`src/rtl/cnt5_wrap_tracker.sv`:
```
// Observes a mod-5 up/down count, classifies each edge-to-edge transition,
// keeps a wrapping lap count, a sticky error flag and a registered 7-seg view.
module cnt5_wrap_tracker #(
    parameter int unsigned LAP_MAX        = 9,
    parameter bit          SEG_ACTIVE_LOW = 1'b0
) (
    input  logic       clk,
    input  logic       reset_n,
    input  logic [2:0] cnt,
    input  logic       err_clr,
    output logic       carry,
    output logic       borrow,
    output logic [3:0] lap,
    output logic       err,
    output logic [6:0] seg
);

    localparam logic [3:0] LAP_TOP  = 4'(LAP_MAX);
    localparam logic [6:0] SEG_INV  = {7{SEG_ACTIVE_LOW}};
    localparam logic [6:0] SEG_ZERO = 7'b1111110 ^ SEG_INV;

    logic [2:0] prev_cnt_reg;
    logic       carry_reg;
    logic       borrow_reg;
    logic [3:0] lap_reg;
    logic       err_reg;
    logic [6:0] seg_reg;

    logic       is_hold;
    logic       is_up;
    logic       is_down;
    logic       is_carry;
    logic       is_borrow;
    logic       is_illegal;
    logic [3:0] lap_next;
    logic       err_next;
    logic [6:0] seg_next;

    // Rules are evaluated in priority order; the first one that matches wins.
    always_comb begin
        is_hold    = 1'b0;
        is_up      = 1'b0;
        is_down    = 1'b0;
        is_carry   = 1'b0;
        is_borrow  = 1'b0;
        is_illegal = 1'b0;
        if (cnt == prev_cnt_reg) begin
            is_hold = 1'b1;
        end else if ((prev_cnt_reg < 3'd4) && (cnt == prev_cnt_reg + 3'd1)) begin
            is_up = 1'b1;
        end else if ((prev_cnt_reg > 3'd0) && (prev_cnt_reg <= 3'd4)
                     && (cnt == prev_cnt_reg - 3'd1)) begin
            is_down = 1'b1;
        end else if ((prev_cnt_reg == 3'd4) && (cnt == 3'd0)) begin
            is_carry = 1'b1;
        end else if ((prev_cnt_reg == 3'd0) && (cnt == 3'd4)) begin
            is_borrow = 1'b1;
        end else begin
            is_illegal = 1'b1;
        end
    end

    always_comb begin
        lap_next = lap_reg;
        if (is_carry) begin
            lap_next = (lap_reg == LAP_TOP) ? 4'd0 : lap_reg + 4'd1;
        end else if (is_borrow) begin
            lap_next = (lap_reg == 4'd0) ? LAP_TOP : lap_reg - 4'd1;
        end
    end

    // A fresh illegal event takes priority over a clear request.
    always_comb begin
        err_next = err_reg;
        if (is_illegal) begin
            err_next = 1'b1;
        end else if (err_clr) begin
            err_next = 1'b0;
        end
    end

    always_comb begin
        seg_next = 7'b0000001;
        case (cnt)
            3'd0:    seg_next = 7'b1111110;
            3'd1:    seg_next = 7'b0110000;
            3'd2:    seg_next = 7'b1101101;
            3'd3:    seg_next = 7'b1111001;
            3'd4:    seg_next = 7'b0110011;
            default: seg_next = 7'b0000001;
        endcase
        seg_next = seg_next ^ SEG_INV;
    end

    always_ff @(posedge clk or negedge reset_n) begin
        if (!reset_n) begin
            prev_cnt_reg <= 3'd0;
            carry_reg    <= 1'b0;
            borrow_reg   <= 1'b0;
            lap_reg      <= 4'd0;
            err_reg      <= 1'b0;
            seg_reg      <= SEG_ZERO;
        end else begin
            prev_cnt_reg <= cnt;
            carry_reg    <= is_carry;
            borrow_reg   <= is_borrow;
            lap_reg      <= lap_next;
            err_reg      <= err_next;
            seg_reg      <= seg_next;
        end
    end

    assign carry  = carry_reg;
    assign borrow = borrow_reg;
    assign lap    = lap_reg;
    assign err    = err_reg;
    assign seg    = seg_reg;

endmodule

```
`config.mk`:
```
export PLATFORM = sky130hd
export DESIGN_NAME = cnt5_wrap_tracker
export DESIGN_NICKNAME = d
export VERILOG_FILES = /design/src/rtl/cnt5_wrap_tracker.sv
export SDC_FILE = /design/constraint.sdc
export NUM_CORES = 1
export LEC_CHECK = 0
export ABC_AREA = 0
export ABC_CLOCK_PERIOD_IN_PS = 2600
export CORE_UTILIZATION = 50
export CTS_BUF_LIST = sky130_fd_sc_hd__clkbuf_8
export CTS_CLUSTER_DIAMETER = 100
export DETAILED_ROUTE_END_ITERATION = 6
export HOLD_SLACK_MARGIN = 0.1
export PLACE_DENSITY = 0.8
export SETUP_SLACK_MARGIN = 0.1
export SLEW_MARGIN = 10
export SYNTH_ARGS = -nofsm -noshare
export SYNTH_HDL_FRONTEND = slang
export SYNTH_SLANG_ARGS = --single-unit
```
`constraint.sdc`:
```
create_clock -name clk -period 2.6 [get_ports clk]
set_input_delay 0.78 -clock clk [delete_from_list [all_inputs] [get_ports clk]]
set_output_delay 0.78 -clock clk [all_outputs]
set_load 0.05 [all_outputs]
```
==> Word-level counts from Yosys, hierarchy flattened <==
Cells that the tools add are included.
{ "totals": {"word_cells": 53, "in_bits": 6, "reg_bits": 17} }
{ "classes": {"eq_ne": 9, "add_sub_neg": 4, "reduce_logical": 10, "magnitude_cmp": 3, "n_mux": 21} }
{ "op_table": {"columns": ["operator", "n"], "rows": [
  ["$pmux W7 S5", 1],
  ["$mux W1", 16],
  ["$mux W4", 4],
  ["$eq A3 B3 Y1", 3],
  ["$eq A3 B2 Y1 const B", 2],
  ["$eq A3 B3 Y1 const B", 2],
  ["$logic_not A3 Y1", 2],
  ["$logic_and A1 B1 Y1", 5],
  ["$add A4 B1 Y4 const B", 1],
  ["$eq A4 B4 Y1 const B", 1],
  ["$logic_not A4 Y1", 1],
  ["$reduce_bool A2 Y1", 2],
  ["$sub A4 B1 Y4 const B", 1],
  ["$add A3 B1 Y3 const B", 1],
  ["$eq A3 B1 Y1 const B", 1],
  ["$gt A3 B1 Y1 const B", 1],
  ["$le A3 B3 Y1 const B", 1],
  ["$lt A3 B3 Y1 const B", 1],
  ["$sub A3 B1 Y3 const B", 1]
]} }

==> Longest topological paths before layout <==
Gate-level depths: netlist of the first run.
{ "logic_depth": {"ltp_word": 9, "depth_mapped": 8, "depth_no_buf": 8} }

==> Least setup slack after synthesis of the first run <==
Ideal clock, no wire load.
{ "synth_timing": {"path_type": "in2reg", "startpoint": "in cnt[0]", "endpoint": "reg lap_reg[1] (netlist: lap[1])", "setup_ps": 104, "t_arrival_ps": 2198, "required_time_ps": 2496, "path_slack_ps": 298, "stages": 7, "path_cell_list": "buf_2 xor2_1 nor2b_1 a211o_1 or2_1 buf_6 o41ai_2"} }
{ "synth_between": {"elab_chain_len": 8} }
{ "synth_lines": {"columns": ["item", "line", "rtl"], "rows": [
  ["start, declared", "9", "input logic [2:0] cnt,"],
  ["$eq A3 B3 Y1", "56", "end else if ((prev_cnt_reg == 3'd0) && (cnt == 3'd4)) begin"],
  ["$logic_and A1 B1 Y1", "56", null],
  ["$mux W1", "56", null],
  ["$mux W1", "54", "end else if ((prev_cnt_reg == 3'd4) && (cnt == 3'd0)) begin"],
  ["$mux W1", "51", "end else if ((prev_cnt_reg > 3'd0) && (prev_cnt_reg <= 3'd4)"],
  ["$mux W1", "49", "end else if ((prev_cnt_reg < 3'd4) && (cnt == prev_cnt_reg + 3'd1)) begin"],
  ["$mux W1", "47", "if (cnt == prev_cnt_reg) begin"],
  ["$reduce_bool A2 Y1 (no source line)", null, null],
  ["end signal, assigned", "107", "lap_reg <= lap_next;"],
  ["end, declared", "25", "logic [3:0] lap_reg;"]
]} }
Parallel ways exist; a longest one is shown, timed or not.
A chain may end at the register's enable or synchronous reset.

==> Worst setup path after layout of the first run <==
Same ends and word-level chain as after synthesis.

==> out/summary.md, run 1 <==
The vertical extent of the die is 43.40 µm. For the worst setup path, the data arrival time is 2550 ps. The clock latency on the worst-skew pair was 240 ps; the H-tree depth was 1.

The number of global-route vias before repair is 658. The number of nets handed over by synthesis was 88. Before CTS, the worst setup slack after placement is -150.6 ps.

Setup violations remaining at the end of the flow were counted as 0. The shortest period the worst path allows works out to 2401 ps. The logs give 416.5 MHz for the highest achievable clock rate and 1753 µm for the final wirelength. The worst hold path belongs to the class reg2reg. For hold timing, the worst endpoint is err.

The cell sitting at the root of the clock tree is a clkbuf_8. The tools report the worst slew margin relative to its limit as 0.5365. The kind of launch point of the worst setup path was an input port.

The fraction of final layout cells sized beyond drive strength 1 was 0.2212. For the pin with the worst max-slew slack, the measured transition is 693.1 ps. The reported max-cap violation count is 0, and the number of enable-type register cells in the synthesized netlist is 0. Buffers added to address setup during post-CTS repair amount to 0. The final-layout fill cell count is 108.

The run finished, with violations left. The critical-path maximum fanout works out to 5. For the total chip power, the log shows 0.0008056 W.

The end of the worst register-to-register path is lap[1]. The remaining routing DRC violations came out at 4. No sink is reached through more buffers than the 2 on the longest clock path.

The first global-routing pass estimated 3111 µm of wire. For the worst hold slack after final layout, the log shows 526.0 ps. The clock arrives with 1.425 ps of skew. Fraction of the cycle the final worst path needs: 0.9236. Initial antenna violation count: 0. In this run, the number of DRC markers left after iteration 0 of detailed routing was 9.

After detailed routing, the average wire length per cell comes to 14.61 µm. In this run the worst setup path begins at cnt[0]. The switching part of the total power is 0.3541.

The fraction of registers with async set/reset was 1.000; the power dissipated by switching net loads was 0.0002853 W. The number of port buffers is 19, and the post-synthesis cell type count is 37. The largest net degree at the start of global routing came out at 17. The beginning of the worst hold path was err. The tools report the number of warnings printed during yosys synthesis as 0. The checks that failed: DRC.

Summed over all nets, the half-perimeter wirelength after detailed placement is 1298 µm. For this run, the detailed router's first-pass iteration total came to 7. The congestion estimate from routability-driven global placement came to 0.7805.

The final design utilization is 0.7488, and the number of flip-flops and latches in the synthesized netlist is 16. The overall global routing resource usage was 0.2285. Hold repair after CTS inserted 0 buffers. Width of the die: 43.40 µm. Setup repair after global routing left no endpoint under its margin. The final number of max-transition violations was 0. The depth of the worst hold-timing path is 2, and the clock transition at the registers of the reported paths is 60 ps. The tools report the post-route antenna net violation count as 0.

For this block, the via count after detailed routing is 676. For this design the static power due to leakage is 0.5327 nW. The number of clock buffers added by TritonCTS is 3. The starting density of the core was 0.5498; the final number of hold-violating endpoints was 0. The run gives 0.399 as the sequential power share. For the area of the die, the log shows 1884 µm². The flip-flop count of the largest register, all copies and words added is 6. The area growth from synthesis to layout is 36.20%. The core region is 1559 µm². Across the VDD grid, the largest voltage drop is 394.4 µV. The tools report the endpoint kind of the worst setup timing path as a flip-flop. Measured in cells, the most critical reg-to-reg path has a length of 7. The floorplan has 14 rows. Setup slack on the worst reg-to-reg path comes out at 500 ps.

CTS saw 16 sinks. The run gives 0.268 as the clock network fraction of design power. After the last flow step, the layout net total stands at 116.

The startpoint identified for the worst register-to-register timing path is prev_cnt_reg[0]. The synthesized area per cell was 11.13 µm²; the data required time of the worst path was 2750 ps. The worst setup path is of the in2reg kind. The cell-internal power came out at 0.0005203 W. Dividing total power by cell area gives a power density of 690.1 nW/µm². The run gives 20 as the top-level I/O count.

The area of the mapped netlist is 857.1 µm², and the synthesized netlist cell count is 77. The number of antenna diodes in the final layout is 0. Prevailing post-synth register cell: dfrtp_1.

TritonCTS built the clock tree. The tools report the post-cts repair resize count as 1. Using the TritonRoute via totals, the vias-per-cell ratio works out to 5.633. After global routing the overflow that remains totals 0.

The combinational fraction of design power was 0.333. The least setup slack across all paths after layout is 198.8 ps. The part of the Yosys area used for sequential elements is 0.4745.
-- area by class of cell --
cell class	count	area (µm²)	share of cell area
Clock buffer	4	55.05	0.04716
Sequential cell	16	406.6	0.3483
Multi-Input combinational cell	51	406.6	0.3483
Tap cell	16	20.02	0.01715
Inverter	5	18.77	0.01608
Timing Repair Buffer	28	260.3	0.2229
-- cells in the mapped netlist (2+ instances only) --
cell type	number	area [µm²]
dfrtp_1	11	275.3
dfstp_2	5	131.4
ha_1	5	62.56
inv_1	5	18.77
nor2_1	5	18.77
xor2_1	4	35.03
nor3_1	3	15.01
o31ai_1	3	22.52
a21oi_1	2	10.01
buf_2	2	10.01
nand2_1	2	7.510
nand2b_1	2	12.51
nor2b_1	2	12.51
nor4_1	2	12.51
o21ai_0	2	10.01
-- kinds of logic (layout without fill, tap and decap cells) --
group	Yosys count	after routing	share of synthesized area
xor+xnor	5	5	0.06715
buf+inv	10	37	0.05985
simple gates	23	23	0.1620
compound gates	17	17	0.1519
fa+ha+maj	5	5	0.07299
flops	16	16	0.4745
mux	1	1	0.01168
-- worst max path at each step --
stage | to | slack, ps | cells past startpoint
CTS | lap[1] | 130 | 7
detailed placement | lap[1] | -150 | 6
finish | lap[1] | 200 | 6
global route | lap[1] | 120 | 6
floorplan | lap[1] | 300 | 7
global placement | lap[1] | -110 | 6
-- routing by layer --
layer | track usage | vias up | part of all wire
li1 | - | 331 | -
met1 | 0.3269 | 326 | 0.44
met2 | 0.3576 | 17 | 0.51
met3 | 0.03750 | 2 | 0.036
met4 | 0.07500 | 0 | 0.011
met5 | 0 | - | 0
-- placed cells by master (no fill, tap or decap), types with 3 or more instances in the layout --
master           Yosys  layout
clkdlybuf4s50_1      0      18
inv_1                5       5
dfstp_2              5       5
clkbuf_8             0       4
nor3_1               3       3
buf_4                1       9
nor2_1               5       5
dfrtp_1             11      11
ha_1                 5       5
xor2_1               4       4
-- power by group through the flow --
stage / logic (W) / clock network, W / registers (W)
6_report: 0.000268 / 0.000216 / 0.000322
5_1_grt: 0.000283 / 0.000236 / 0.000326
4_1_cts: 0.000267 / 0.000222 / 0.000318
3_5_place_dp: 0.000263 / 0 / 0.000322
3_3_place_gp: 0.000259 / 0 / 0.000320
2_1_floorplan: 0.0000798 / 0 / 0.000412
-- stage by stage --
step	TNS, ps	instances	instance area (µm²)
CTS	0	120	1160
detailed placement	-652.2	116	1102
global route	0	120	1167
floorplan	0	77	857.1
global placement	-337.8	116	1102
finish	0	120	1167
-- critical path: stages --
cell             delay, ps
clkdlybuf4s50_1        490
xor2_1                 300
nor4_1                 110
a211o_1                300
or2_4                  280
o41ai_2                290
No activity file was read; power rests on OpenSTA's default activity.
==> inputs of run 2 (changes only) <==
--- a/config.mk
+++ b/config.mk
@@ -13,7 +13,7 @@
 export DETAILED_ROUTE_END_ITERATION = 6
 export HOLD_SLACK_MARGIN = 0.1
 export PLACE_DENSITY = 0.8
-export SETUP_SLACK_MARGIN = 0.1
+export SETUP_SLACK_MARGIN = 0.05
 export SLEW_MARGIN = 10
 export SYNTH_ARGS = -nofsm -noshare
 export SYNTH_HDL_FRONTEND = slang
==> out/summary.md, run 2 (synthesis results as in run 1) <==
The run finished, with violations left. The final reports fail on DRC. The category of cells accounting for the largest share of critical-path delay was buffers and inverters.

The placed instance area is 1102 µm² (unchanged), and the fraction of the cycle the final worst path needs is 0.9470 (+0.02341). The first-pass GRT wire length was 3077 µm (-1.1%). For the leakage dissipation, the log shows 0.5214 nW (-2.1%).

Number of port buffers: 19 (unchanged). The final cell area excluding filler cells was 1160 µm² (-0.64%); the number of buffers added for setup after CTS was 0 (unchanged). The starting density of the core is 0.5498 (unchanged).

The tools report the final-layout fill cell count as 110 (+1.9%). The kind of path behind the tightest hold check is reg2reg. The final number of max-transition violations is 0 (unchanged). The remaining routing DRC violations came out at 4 (unchanged). Worst-case vdd ir drop: 391.3 µV (-0.80%). Traced cell by cell, the critical path runs through clkdlybuf4s50_1 > xnor3_1 > and4_1 > a211o_1 > buf_4 > o31ai_1 > o41ai_2. The total chip power was 0.0007996 W (-0.74%).

The count of cell instances traversed by the critical path is 7 (+1). The transition time at the pin with the least slew margin is 699.9 ps (+6.739 ps), and the routability-driven placement congestion ratio is 0.7805 (unchanged). The total number of vias was 679 (+0.44%); the final wirelength was 1747 µm (-0.34%). The largest net degree at the start of global routing came out at 17 (unchanged).

For the final worst clock skew, the log shows 0.9746 ps (-0.4505 ps). The sum of overflow across all layers after global routing is 0 (unchanged). The total of endpoints with negative setup slack in the final report is 0 (unchanged).

The detailed-routing iteration count for the pre-antenna-repair pass is 7 (unchanged), and the least setup slack across all paths after layout is 137.9 ps (-60.87 ps). The area of the die is 1884 µm² (unchanged). The count of clock tree sinks was 16 (unchanged); the number of cells on the worst reg-to-reg path was 8 (+1). The data arrival time of the worst path came out at 2580 ps (+30 ps). The flip-flop count of the largest register, all copies and words added came out at 6 (unchanged). The via density per instance was 5.658 (+0.44%); the placed wire-length estimate after detailed placement was 1298 µm (unchanged). For the H-tree depth, the log shows 1 (unchanged). The area of the core is 1559 µm² (unchanged), and the data required time of the worst path is 2720 ps (-30 ps).

The critical path is of the in2reg type. The tools report the top-level I/O count as 20 (unchanged). The worst setup path is launched from an input port. Reported max-cap violation count: 0 (unchanged). Setup repair after global routing left no endpoint under its margin. The number of global-route vias before repair is 657 (-0.15%), and the fraction of final layout cells sized beyond drive strength 1 is 0.2115 (-0.009615). The setup slack of the most critical reg-to-reg path is 500 ps (about the same), and the depth of the worst hold-timing path is 2 (unchanged).

Leaving out fill and tap cells, the most frequent cell in the layout is clkdlybuf4s50_1. The width of the die is 43.40 µm (unchanged), and the number of buffers inserted during clock tree synthesis is 3 (unchanged). The initial antenna violation count is 0 (unchanged), and the count of standard-cell rows is 14 (unchanged).

The highest achievable clock rate was 406.2 MHz (-2.5%). The post-synthesis to final-layout area growth came out at 35.33%. The clock tree root driver cell is clkbuf_8.

TritonCTS built the clock tree. The tools report the starting DRC count in detailed routing as 17 (+8). The worst path buffer plus inverter count is 2 (+1).

The worst setup path is captured at a flip-flop. The slowest stage of the critical path is the clkdlybuf4s50_1 cell. The clock transition at the registers of the reported paths was 60 ps (about the same); the overall global routing resource usage was 0.2259 (-0.002657).

Largest incremental delay on the critical path: 500 ps (about the same). The final number of hold-violating endpoints came out at 0 (unchanged). The average wire length per cell after detail routing was 14.56 µm (-0.34%). The worst slew margin relative to its limit is 0.5320 (-0.004506). The number of buffers on the longest clock path was 2 (unchanged); the vertical extent of the die was 43.40 µm (unchanged). The tools report the number of nets in the layout as 116 (unchanged). For the post-route antenna net violation count, the log shows 0 (unchanged).

In the layout the commonest cells are 19 x clkdlybuf4s50_1, 11 x dfrtp_1, 9 x buf_4. The total power density per cell area is 689.4 nW/µm² (-0.10%), and the shortest period the worst path allows is 2462 ps (+60.87 ps). Clock latency on the worst-skew pair: 240 ps (about the same).

The critical-path maximum fanout is 4 (-1), and the minimum setup slack after placement is -150.6 ps (unchanged). The total inserted antenna cells came out at 0 (unchanged).
==> run 2: cell count changes in the layout (fill, tap and decap cells not counted), sizes merged <==
cell	previous run	this run
clkdlybuf4s50	18	19
dlymetal6s2s	1	0
==> run 2: report_power, final <==
| group | total [W] | switching (W) | internal (W) | leakage (nW) |
|---|---|---|---|---|
| Combinational | 0.000266 | 0.000163 | 0.000103 | 0.309 |
| Sequential | 0.000319 | 0.0000374 | 0.000282 | 0.183 |
| Clock | 0.000214 | 0.0000803 | 0.000134 | 0.0288 |
==> run 2: per-stage QoR <==
step / utilization / setup TNS, ps / hold slack [ps] / instances
CTS: 0.7424 / 0 / 528.9 / 120
floorplan: - / 0 / 484.4 / 77
detailed placement: 0.7071 / -652.2 / 519.1 / 116
global placement: 0.7071 / -337.8 / 515.5 / 116
finish: 0.7440 / 0 / 525.8 / 120
global route: 0.7440 / 0 / 566.9 / 120
==> run 2: final timing paths <==
path	startpoint	to
worst max register to register	prev_cnt_reg[0]	lap[1]
worst min register to register	err	err
min in group asynchronous	reset_n	prev_cnt_reg[0]
worst min-delay path	err	err
worst max-delay path	cnt[2]	lap[1]
max in group asynchronous	reset_n	borrow
==> run 2: cell type report <==
class | instances | area, µm² | area share
well taps | 16 | 20.02 | 0.01726
flip-flops and latches | 16 | 406.6 | 0.3506
repair buffers | 28 | 257.7 | 0.2222
multi-input cells | 51 | 401.6 | 0.3463
clock buffers | 4 | 55.05 | 0.04747
inverters | 5 | 18.77 | 0.01618
==> run 2: repair_timing <==
item	CTS	global route
resized for setup	0	1
hold buffers	0	0
setup endpoints to repair	0	1
==> run 2: routing by layer <==
layer | track usage | vias up | wire, µm
li1 | - | 331 | -
met1 | 0.3159 | 321 | 762
met2 | 0.3606 | 25 | 883
met3 | 0.03750 | 2 | 81
met4 | 0.07500 | 0 | 20
met5 | 0 | - | 0
==> run 2: worst register-to-register path: stages (launching register included) <==
cell,delay (ps)
dfrtp_1,390
inv_1,80
ha_1,240
ha_1,310
and4_1,160
a211o_1,240
buf_4,150
o31ai_1,290
o41ai_2,110
